### src/rtl/deserializer.sv
// Byte-serial CPU bus receiver: rebuilds address/data cycles from the DO/lh stream,
// issues one req/ack memory access per cycle and stalls the CPU through RDY.
module deserializer #(
    parameter int TIMEOUT_CYCLES = 255,
    parameter int ERR_W          = 8
) (
    input  logic             clk,
    input  logic             reset,
    input  logic [7:0]       DO,
    input  logic [1:0]       lh,
    input  logic             WE,
    output logic [7:0]       DI,
    output logic             RDY,
    output logic             mem_req,
    output logic             mem_we,
    output logic [15:0]      mem_addr,
    output logic [7:0]       mem_wdata,
    input  logic             mem_ack,
    input  logic [7:0]       mem_rdata,
    output logic             timeout,
    output logic [ERR_W-1:0] err_cnt
);

    localparam bit TO_EN = (TIMEOUT_CYCLES != 0);
    localparam int CNT_W = (TIMEOUT_CYCLES > 1) ? $clog2(TIMEOUT_CYCLES) : 1;
    localparam logic [CNT_W-1:0] TO_LAST = CNT_W'(TO_EN ? TIMEOUT_CYCLES - 1 : 0);

    localparam logic [1:0] LH_IDLE = 2'b00;
    localparam logic [1:0] LH_ALO  = 2'b01;
    localparam logic [1:0] LH_AHI  = 2'b10;
    localparam logic [1:0] LH_WD   = 2'b11;

    typedef enum logic [2:0] {
        S_IDLE,
        S_ADDR_HI,
        S_WDATA,
        S_ACCESS,
        S_DONE
    } state_t;

    state_t           state, state_nx;
    logic [15:0]      addr_r;
    logic             we_r;
    logic [7:0]       wdata_r;
    logic [7:0]       di_r;
    logic             timeout_r;
    logic [ERR_W-1:0] err_r;
    logic [CNT_W-1:0] wait_cnt;

    logic ld_lo, ld_hi, ld_wd, proto_err, acc_done, acc_abort;

    always_comb begin
        state_nx  = state;
        ld_lo     = 1'b0;
        ld_hi     = 1'b0;
        ld_wd     = 1'b0;
        proto_err = 1'b0;
        acc_done  = 1'b0;
        acc_abort = 1'b0;
        case (state)
            // DONE behaves like IDLE so a new cycle can start back-to-back
            S_IDLE, S_DONE: begin
                state_nx = S_IDLE;
                if (lh == LH_ALO) begin
                    ld_lo    = 1'b1;
                    state_nx = S_ADDR_HI;
                end else if (lh != LH_IDLE) begin
                    proto_err = 1'b1;
                end
            end
            S_ADDR_HI: begin
                case (lh)
                    LH_AHI: begin
                        ld_hi    = 1'b1;
                        state_nx = WE ? S_WDATA : S_ACCESS;
                    end
                    LH_ALO: begin
                        proto_err = 1'b1;
                        ld_lo     = 1'b1;
                    end
                    LH_WD: begin
                        proto_err = 1'b1;
                        state_nx  = S_IDLE;
                    end
                    default: ;
                endcase
            end
            S_WDATA: begin
                case (lh)
                    LH_WD: begin
                        ld_wd    = 1'b1;
                        state_nx = S_ACCESS;
                    end
                    LH_ALO: begin
                        proto_err = 1'b1;
                        ld_lo     = 1'b1;
                        state_nx  = S_ADDR_HI;
                    end
                    LH_AHI: begin
                        proto_err = 1'b1;
                        state_nx  = S_IDLE;
                    end
                    default: ;
                endcase
            end
            S_ACCESS: begin
                proto_err = (lh != LH_IDLE);
                // An ack in the final allowed cycle still completes normally
                if (mem_ack) begin
                    acc_done = 1'b1;
                    state_nx = S_DONE;
                end else if (TO_EN && wait_cnt == TO_LAST) begin
                    acc_abort = 1'b1;
                    state_nx  = S_DONE;
                end
            end
            default: state_nx = S_IDLE;
        endcase
    end

    always_ff @(posedge clk) begin
        if (reset) begin
            state     <= S_IDLE;
            addr_r    <= '0;
            we_r      <= 1'b0;
            wdata_r   <= '0;
            di_r      <= '0;
            timeout_r <= 1'b0;
            err_r     <= '0;
            wait_cnt  <= '0;
        end else begin
            state <= state_nx;
            if (ld_lo) addr_r[7:0] <= DO;
            if (ld_hi) begin
                addr_r[15:8] <= DO;
                we_r         <= WE;
            end
            if (ld_wd) wdata_r <= DO;
            if (acc_done && !we_r) di_r <= mem_rdata;
            else if (acc_abort && !we_r) di_r <= 8'hFF;
            if (acc_abort) timeout_r <= 1'b1;
            if (proto_err && err_r != '1) err_r <= err_r + ERR_W'(1);
            wait_cnt <= (state == S_ACCESS) ? wait_cnt + CNT_W'(1) : '0;
        end
    end

    assign RDY       = (state == S_IDLE) || (state == S_DONE);
    assign mem_req   = (state == S_ACCESS);
    assign mem_we    = we_r;
    assign mem_addr  = addr_r;
    assign mem_wdata = wdata_r;
    assign DI        = di_r;
    assign timeout   = timeout_r;
    assign err_cnt   = err_r;

endmodule

### config.mk
export PLATFORM = sky130hd
export DESIGN_NAME = deserializer
export DESIGN_NICKNAME = d
export VERILOG_FILES = /design/src/rtl/deserializer.sv
export SDC_FILE = /design/constraint.sdc
export NUM_CORES = 1
export LEC_CHECK = 0
export ABC_AREA = 0
export ABC_CLOCK_PERIOD_IN_PS = 2100
export BUFFER_PORTS_ARGS = -buffer_cell sky130_fd_sc_hd__buf_2
export CAP_MARGIN = 10
export CORE_UTILIZATION = 40
export DETAILED_ROUTE_END_ITERATION = 10
export GPL_TIMING_DRIVEN = 0
export HOLD_SLACK_MARGIN = 0.02
export SLEW_MARGIN = 15
export SYNTH_ARGS = -nofsm -noshare
export SYNTH_HDL_FRONTEND = slang
export SYNTH_SLANG_ARGS = --single-unit
### constraint.sdc
create_clock -name clk -period 2.1 [get_ports clk]
set_clock_uncertainty 0.05 [all_clocks]
set_input_delay 0.105 -clock clk [delete_from_list [all_inputs] [get_ports clk]]
set_output_delay 0.105 -clock clk [all_outputs]
set_load 0.01 [all_outputs]
* Yosys cells after proc, flatten, opt, wreduce, memory -nomap -nowiden
Index checks and enable logic that the tools add are counted.
** Word-level totals
- ROM bits :: 0
- Flip-flop bits (word level) :: 53
- Word-level logic and storage cells :: 63
- Memories kept :: 0
- Output and inout bits :: 44
- Bits in writable memories :: 0
- Bits of input ports :: 22
- Bits in latches :: 0
** Cells by class
- Muxes and demuxes :: 25
- Bitwise operators :: 1
- Multiply operators :: 0
- Add/subtract/negate cells :: 2
- Shift-type cells :: 0
- Reductions and logical operators :: 14
- Divide/modulo/power cells :: 0
- Equal/unequal tests :: 12
- Order comparisons :: 0
** Operator list (count)
- two-way mux 1 bit :: 17
- adder 8 x 1 -> 8 bit, second input constant :: 2
- two-way mux 8 bit :: 2
- one-hot mux 3 bit (4 select lines) :: 1
- one-hot mux 3 bit (3 select lines) :: 1
- == test 8 bit, second input constant :: 1
- != test 8 bit, second input constant :: 1
- OR reduction 2 bit :: 4
- == test 3 x 2 -> 1 bit, second input constant :: 2
- two-way mux 3 bit :: 2
- one-hot mux 3 bit (2 select lines) :: 1
- == test 2 bit, second input constant :: 2
- != test 4 x 3 -> 1 bit, second input constant :: 1
- one-hot mux 1 bit (4 select lines) :: 1
- nonzero test 2 bit :: 2
- OR reduction 4 bit :: 1
- == test 3 x 1 -> 1 bit, second input constant :: 1
- == test 3 bit, second input constant :: 1
- logical AND 1 bit :: 3
- logical NOT 3 bit :: 1
- != test 3 x 1 -> 1 bit, second input constant :: 1
- != test 3 bit, second input constant :: 1
- AND reduction 3 bit :: 1
- == test 2 x 1 -> 1 bit, second input constant :: 1
- other kinds (3) :: 3

* Logic depth before layout (Yosys ltp)
Gate-level depths: netlist of run 1.
- Depth after elaboration :: 7
- Depth in mapped cells :: 7
- Depth with buffers taken out :: 7

* Least setup slack after synthesis of run 1
OpenSTA, ideal clock, no wires.
- Path type :: register to register
- Start point :: reg state[0]
- End point :: reg err_r[5] (netlist: err_cnt[5])
- Setup slack :: 297 ps
- Library setup time :: 123 ps
- Path buffers :: 0
- Data required time :: 1927 ps
- Stages on the path, launching flop included :: 6
- Clock period less this slack :: 1803 ps
- Data arrival time :: 1630 ps
- Cell sequence :: dfxtp_1 nand2b_2 o22a_1 o22a_2 nor4_1 mux2_1
** Between the ends
- Word-level cells in the longest chain between the ends :: 4
- Elaborated cells between the ends (all ways) :: 8
- Those cells by class :: 4 x eq/ne; 1 x mux; 3 x reduce/logical
** RTL lines
- start, declared :: line 41 : state_t state, state_nx;
- start signal, assigned :: line 132 : state <= state_nx;
- == test 3 bit or logical NOT 3 bit (tied branches) :: line 60 : case (state)
- OR reduction 2 bit :: line 60
- one-hot mux 1 bit (4 select lines) (*) :: line 60
- logical AND 1 bit (*) :: line 142 : if (proto_err && err_r != '1) err_r <= err_r + ERR_W'(1);
- end signal, assigned :: line 142
- end, declared :: line 47 : logic [ERR_W-1:0] err_r;
Every way passes the cells marked *; elsewhere a longest branch is shown, timed or not.
A chain may end at the register's enable or synchronous reset.

* Final worst setup path of run 1
- Start point :: reg state[0]
- End point :: reg err_r[6] (netlist: err_cnt[6])
Same word-level chain as after synthesis.

==> results of run 1 <==
final timing paths:
| kind | start | end | slack [ns] | cells after the start |
|---|---|---|---|---|
| worst max-delay path | state[0] | err_cnt[6] | 0.16 | 5 |
| worst min-delay path | reset | err_cnt[0] | 0.1 | 3 |
| worst max register to register | state[0] | err_cnt[6] | 0.16 | 5 |
| worst min register to register | mem_addr[11] | mem_addr[11] | 0.40 | 2 |
routing by layer:
layer	part of all wire	wire [um]	up-vias	track usage
li1	-	-	1008	-
met1	0.47	2420	857	0.238
met4	0.0099	51	0	0.0462
met5	0	0	-	0
met2	0.48	2460	35	0.298
met3	0.047	243	5	0.0479
report_power, final:
part	total (W)	switching [W]	internal, W
sequential	0.00114	0.0000654	0.00108
clock	0.000658	0.000311	0.000347
combinational	0.000530	0.000290	0.000239
area by class of cell:
cell class	instances	area share
multi-input combinational	169	0.381
sequential	53	0.364
timing repair buffer	82	0.170
tap	70	0.0300
clock buffer	5	0.0236
clock inverter	2	0.0120
buffer	8	0.0107
inverter	7	0.00900
sequential cells by signal, summed over array words and instances, names as in the netlist:
| signal | flops |
|---|---|
| DI | 8 |
| err_cnt | 8 |
| mem_addr | 16 |
| mem_wdata | 8 |
| mem_we | 1 |
| state | 3 |
| timeout | 1 |
| wait_cnt | 8 |
critical path, delay by kind of cell, from the launching register on:
kind	cells	cell delay, ns
AO/OA/AOI/OAI	3	0.65
flip-flops	1	0.38
AND/OR/NAND/NOR	2	0.77
synth_stat cells, drive strengths merged (3+ instances only):
cell	instances
nor2b	3
dfxtp	53
o22a	3
clkbuf	7
xor2	3
nand2	26
o221a	8
ha	8
nand3	6
inv	7
mux2i	18
o22ai	3
a21oi	15
xnor2	3
mux2	3
nor2	42
cells by family (layout without fill, tap and decap cells):
group | after synthesis | in the layout | synth area share
simple gates | 96 | 96 | 0.199
xor+xnor | 6 | 6 | 0.0238
mux | 21 | 21 | 0.0967
flops | 53 | 53 | 0.480
compound gates | 38 | 38 | 0.130
fa+ha+maj | 8 | 8 | 0.0453
buf+inv | 15 | 104 | 0.0260
stage by stage:
step / utilization / cells
after floorplan: - / 237
after global placement: 0.504 / 372
after detailed placement: 0.504 / 372
after CTS: 0.557 / 396
after global routing: 0.561 / 396
final: 0.561 / 396
what timing repair did:
item	in CTS	in global routing
hold endpoints to repair	22	0
hold buffers	17	0
gates resized for setup	0	4
endpoints found under the setup margin	0	4
==> metrics, run 1 <==
Placed Area 0.00263 mm^2; first-pass GRT wire length approximately 8600 um; share of cells above drive strength 1 0.276; Die X 76.4 um; FP Rows 26; ratio of final minimum period to clock period 0.926; Die Y 76.4 um; Yosys reg bits 53; Fillers 509; Final Instance Area between 0.002 and 0.003 mm^2; Max VDD drop 0.496 mV; final setup TNS 0 ns; register area 0.00106 mm^2; crit path DAT 2.10 ns; Hold Slack 0.0965 ns; core area 0.00520 mm^2; number of global-route vias before repair roughly 1800; Final nets approximately 360; CP Max Fanout 8; Crit. End Element register; Total Power 0.00233 W; Async S/R FF share, synth 0; Port Buf Inserts 65; Yosys cell types 42; initial DRC count 111; # H-tree levels 2; Multi-input gate area 0.00111 mm^2; drt pass-1 iters 4; outcome completed; commonest non-fill, non-tap cell in the layout buf_2; CTS tree yes; Final min period about 1.9 ns; CP peak stage delay around 0.52 ns; wire per inst 13.1 um; pre-CTS setup slack 0.0820 ns; I/O pin cnt 66; ant diodes 0; syn_nets about 270; RePlAce Congestion 0.787; RSZ-0062 raised after global routing no; DR vias 1905; synth top area cells dfxtp_1 48%, mux2i_1 8.1%, nor2_1 7.1%; Post-synth EDFFs 0; Max Cap Viol 0; sequential area share after synthesis 0.480; Worst-path clk slew 0.09 ns; # clock sinks 53; worst-case clock buffer depth 2; critical path class reg -> reg; Overflow after GRT 0; area share of the largest cell type after synthesis 0.480; Ys Warns 0; Post-CTS Setup Bufs 0; Post-Syn Area 0.00221 mm^2; Leak Pwr roughly 1.3 nW; HPWL Detailed 3470 um; largest net degree at the start of global routing 16; die area 0.00583 mm^2; Final Worst Setup Slack between 0.15 and 0.2 ns; WL final 5170 um; TritonCTS buffer count 5; fmax 514 MHz; Overall Global Routing Usage 0.182; Worst-Margin Slew 0.559 ns; clk root buf clkbuf_8; P&R area growth vs syn 32.0%; Post-DRT Antenna Nets 0; average cell area after synthesis 9.33 um^2; Remaining DRCs 0; Hold Fails Final Rpt 0; CP required 2.25 ns; synthesized instance count 237; Slew Limit Fails 0; CP max stage cell or4b_1; initial cell density of the core 0.425; leading area contributor after synthesis dfxtp_1; Rel. slew slack 0.625; antenna violations before repair 0; routed vias/inst about 4.8; top_reg_cell synth dfxtp_1; Final setup viols 0; Hold WC Path Type in -> reg; most frequent cells in the layout 66 x buf_2, 52 x dfxtp_1, 42 x nor2_1, 26 x nand2_1, 18 x mux2i_1; latest clock arrival within the worst-skew pair around 0.30 ns; pwr/cell area about 800 mW/mm^2; CP cell instances nand2b_2 > o22a_1 > o22a_2 > or4b_1 > o211a_1; critical path launch point type register
Power figures use the tool's default switching activity.
==> run 2, diff against run 1 <==
- ABC_AREA: 0 -> unset
- BUFFER_PORTS_ARGS: -buffer_cell sky130_fd_sc_hd__buf_2 -> unset
- DONT_BUFFER_PORTS: unset -> 1
==> run 2 against run 1 <==
Core utilization shrank 6.4 points; combinational power shrank 23%; cell area shrank 11%; register-to-register slack lost 0.03 ns; critical path depth is the same; routed wire length shrank 7.3%; critical path type unchanged; largest cell class unchanged.
==> metrics, run 2 (synthesis gave the netlist of run 1 again) <==
DR vias 1739; initial DRC count 108; Final nets approximately 290; antenna violations before repair 0; Hold WC Path Type in -> reg; Max Cap Viol 0; path depth of the worst reg2reg path 5; initial cell density of the core 0.425; P&R area growth vs syn 17.0%; CP Max Fanout 8; final setup TNS 0 ns; CP required about 2.3 ns; Worst-Margin Slew 1.11 ns; Reg-to-Reg Start state[0]; Worst Hold End state[2]; Final setup viols 0; routed vias/inst 5.21; M1 GR Usage 0.208; drt pass-1 iters 4; latest clock arrival within the worst-skew pair between 0.3 and 0.4 ns; Remaining DRCs 0; I/O pin cnt 66; Port Buf Inserts 0; CTS tree yes; Max VDD drop 0.523 mV; wire per inst 14.3 um; Post-DRT Antenna Nets 0; share of cells above drive strength 1 0.0947; GR Util met2 0.294; Worst-path clk slew 0.10 ns; worst-case clock buffer depth 2; first-pass GRT wire length 8210 um; Leak Pwr 0.981 nW; outcome completed; Die X 76.4 um; hold_sp mem_ack; Slew Limit Fails 0; Crit. End Element register; # clock sinks 53; ratio of final minimum period to clock period 0.940; Final min period 1.97 ns; reg2reg setup slack between 0.1 and 0.15 ns; hold path depth 3; largest net degree at the start of global routing 19; Rel. slew slack 0.256; commonest non-fill, non-tap cell in the layout dfxtp_1; max FFs per register 16; GRT busiest layer met2; core area approximately 0.0052 mm^2; Die Y 76.4 um; pwr/cell area 850 mW/mm^2; Overflow after GRT 0; number of global-route vias before repair 1729; RSZ-0062 raised after global routing no; crit path DAT 2.13 ns; HPWL Detailed 3290 um; most frequent cells in the layout 51 x dfxtp_1, 42 x nor2_1, 26 x nand2_1, 19 x dlygate4sd3_1, 18 x mux2i_1; TritonCTS buffer count 5; CP max stage cell dfxtp_2; FP Rows 26; Total Power 0.00220 W; CP cell instances nand2b_2 > o22a_1 > o22a_2 > nor4_1 > mux2_1; Hold Fails Final Rpt 0; WL final 4790 um; Overall Global Routing Usage 0.177; # H-tree levels 2; critical path class reg -> reg; RR Endpoint err_cnt[5]; die area 0.00583 mm^2; met3 Resource Use GR 0.0731; ant diodes 0; clk root buf clkbuf_8; CP peak stage delay 0.37 ns; fmax 507 MHz; RePlAce Congestion 0.811; critical path launch point type register
[run 2: final cells by class]
class | count | area, um^2
clock buffer | 5 | 68.8
clock inverter | 3 | 26.3
fill | 498 | 2620
buffer | 8 | 31.3
timing repair buffer | 19 | 190
multi-input combinational | 169 | 1090
inverter | 7 | 26.3
tap | 70 | 87.6
sequential | 53 | 1060
[run 2: worst max-delay path: cells and delay by family (launching register included)]
family	cells	cell delay [ns]
AO/OA/AOI/OAI	2	0.53
flip-flops	1	0.37
multiplexers	1	0.36
AND/OR/NAND/NOR	2	0.56
[run 2: metal layers]
| metal | vias to the layer above | wire (um) |
|---|---|---|
| met5 | - | 0 |
| met4 | 0 | 63 |
| met3 | 6 | 364 |
| met2 | 51 | 2230 |
| met1 | 803 | 2130 |
| li1 | 879 | - |
[run 2: through the flow]
stage               hold slack [ns]  worst slack [ns]  cell area [um^2]  std cells  utilization
floorplan                     0.191             0.297              2210        237            -
global placement              0.192             0.154              2300        307        0.442
detailed placement            0.198             0.139              2300        307        0.442
CTS                          0.0818             0.113              2580        334        0.497
global route                  0.115           0.00714              2590        334        0.497
finish                       0.0859             0.126              2590        334        0.497
[run 2: what timing repair did]
item / in CTS / in global routing
hold buffers: 19 / 0
buffers inserted: 0 / 0
endpoints found under the setup margin: 0 / 2
gates resized for setup: 0 / 2
hold endpoints to repair: 36 / 0
[run 2: report_power, final]
part / total, W / internal, W / switching, W
sequential: 0.00118 / 0.00108 / 0.000102
clock: 0.000611 / 0.000244 / 0.000367
combinational: 0.000408 / 0.000184 / 0.000224
[run 2: worst max path at each step]
stage	start	slack, ns	end
finish	state[0]	0.13	err_cnt[5]
global placement	state[0]	0.15	err_cnt[5]
global route	state[0]	0.007	err_cnt[5]
floorplan	state[0]	0.30	err_cnt[5]
CTS	state[0]	0.11	err_cnt[5]
detailed placement	state[0]	0.14	err_cnt[5]
==> run 3, diff against run 2 <==
- MAX_ROUTING_LAYER: unset -> met4
==> run 3 against run 2 <==
Hold slack hardly changed; critical path depth stayed put; global-route usage is 0.51 points higher; highest routed layer unchanged.
==> metrics, run 3 (synthesis gave the netlist of run 1 again) <==
Rel. slew slack 0.280; clk root buf clkbuf_8; FP Rows 26; # clock sinks between 50 and 60; ant diodes 0; Max VDD drop 0.523 mV; internal power roughly 0.0015 W; # H-tree levels 2; Post-DRT Antenna Nets 0; Port Buf Inserts 0; number of global-route vias before repair 1734; core area 0.00520 mm^2; Slew Limit Fails 0; worst-case clock buffer depth 2; outcome completed; share of cells above drive strength 1 0.0947; switching share of power 0.314; Crit. End Element register; WL final 4780 um; TritonCTS buffer count 5; clock power share 0.277; max FFs per register 16; RePlAce Congestion 0.823; CP Max Fanout 8; Hold Fails Final Rpt 0; commonest non-fill, non-tap cell in the layout dfxtp_1; Worst-path clk slew 0.10 ns; Fillers roughly 500; Final nets 293; first-pass GRT wire length 8210 um; final setup TNS 0 ns; Final setup viols 0; Leak Pwr 0.981 nW; CP required 2.26 ns; Overall Global Routing Usage 0.182; HPWL Detailed 3290 um; largest net degree at the start of global routing 19; Die X 76.4 um; CTS tree yes; Placed Area around 0.0023 mm^2; placed insts roughly 310; sequential power share 0.537; Remaining DRCs 0; I/O pin cnt 66; P_sw 0.000691 W; pwr/cell area 850 mW/mm^2; Worst-Margin Slew 1.08 ns; initial DRC count 107; ratio of final minimum period to clock period 0.938; Final Instance Area between 0.002 and 0.003 mm^2; Max Cap Viol 0; Die Y 76.4 um; critical path launch point type register; initial cell density of the core 0.425; most frequent cells in the layout 51 x dfxtp_1, 42 x nor2_1, 26 x nand2_1, 19 x dlygate4sd3_1, 18 x mux2i_1; Overflow after GRT 0; Comb pwr share 0.185; routed vias/inst approximately 5.2; DR vias approximately 1700; Final Worst Setup Slack 0.130 ns; latest clock arrival within the worst-skew pair ~0.31 ns; antenna violations before repair 0; drt pass-1 iters 4; RSZ-0062 raised after global routing no; Hold WC Path Type in -> reg; Final min period 1.97 ns; pre-CTS setup slack 0.139 ns; fmax 508 MHz; critical path class reg -> reg; wire per inst 14.3 um; Non-Filler Instances 334; reg2reg setup slack 0.13 ns; crit path DAT 2.13 ns; P&R area growth vs syn 17.0%; die area 0.00583 mm^2
==> run 3: cell type report <==
cell class	count	area, um^2	share of cell area
inverters	7	26.3	0.0102
repair buffers	19	190	0.0735
clock inverters	3	26.3	0.0102
well taps	70	87.6	0.0338
multi-input cells	169	1090	0.423
plain buffers	8	31.3	0.0121
clock buffers	5	68.8	0.0266
flip-flops and latches	53	1060	0.411
==> run 3: stage by stage <==
| stage | hold WS, ns | utilization | power [W] |
|---|---|---|---|
| 6_report | 0.0859 | 0.497 | 0.00220 |
| 5_1_grt | 0.115 | 0.497 | 0.00233 |
| 4_1_cts | 0.0818 | 0.497 | 0.00221 |
| 3_5_place_dp | 0.198 | 0.442 | 0.00157 |
| 3_3_place_gp | 0.192 | 0.442 | 0.00157 |
| 2_1_floorplan | 0.191 | - | 0.00149 |
==> run 3: power groups by stage <==
stage | logic, W | registers (W) | clock network (W)
after floorplan | 0.000309 | 0.00118 | 0
after global placement | 0.000370 | 0.00120 | 0
after detailed placement | 0.000372 | 0.00120 | 0
after CTS | 0.000407 | 0.00118 | 0.000625
after global routing | 0.000458 | 0.00120 | 0.000675
final | 0.000407 | 0.00118 | 0.000610
==> run 3: repair_timing <==
item	in CTS	in global routing
hold buffers	19	0
endpoints found under the hold margin	36	0
gates resized for setup	0	2
setup buffers	0	0
endpoints found under the setup margin	0	3
==> run 3: worst paths after layout <==
| path | from | to | cells past startpoint |
|---|---|---|---|
| worst max-delay path | state[0] | err_cnt[5] | 5 |
| worst min-delay path | mem_ack | state[2] | 3 |
| worst max register to register | state[0] | err_cnt[5] | 5 |
| worst min register to register | wait_cnt[0] | wait_cnt[0] | 1 |
==> run 3: worst max-delay path, stage by stage, from the launching register on <==
cell and delay (ns):
dfxtp_2 0.37, nand2b_2 0.23, o22a_1 0.24, o22a_2 0.29
nor4_1 0.33, mux2_1 0.36
==> run 3: per-layer routing <==
layer | track usage | wire length, um | vias up
li1 | - | - | 879
met1 | 0.212 | 2170 | 797
met2 | 0.294 | 2230 | 42
met3 | 0.0671 | 321 | 6
met4 | 0.0519 | 63 | 0
met5 | - | 0 | -
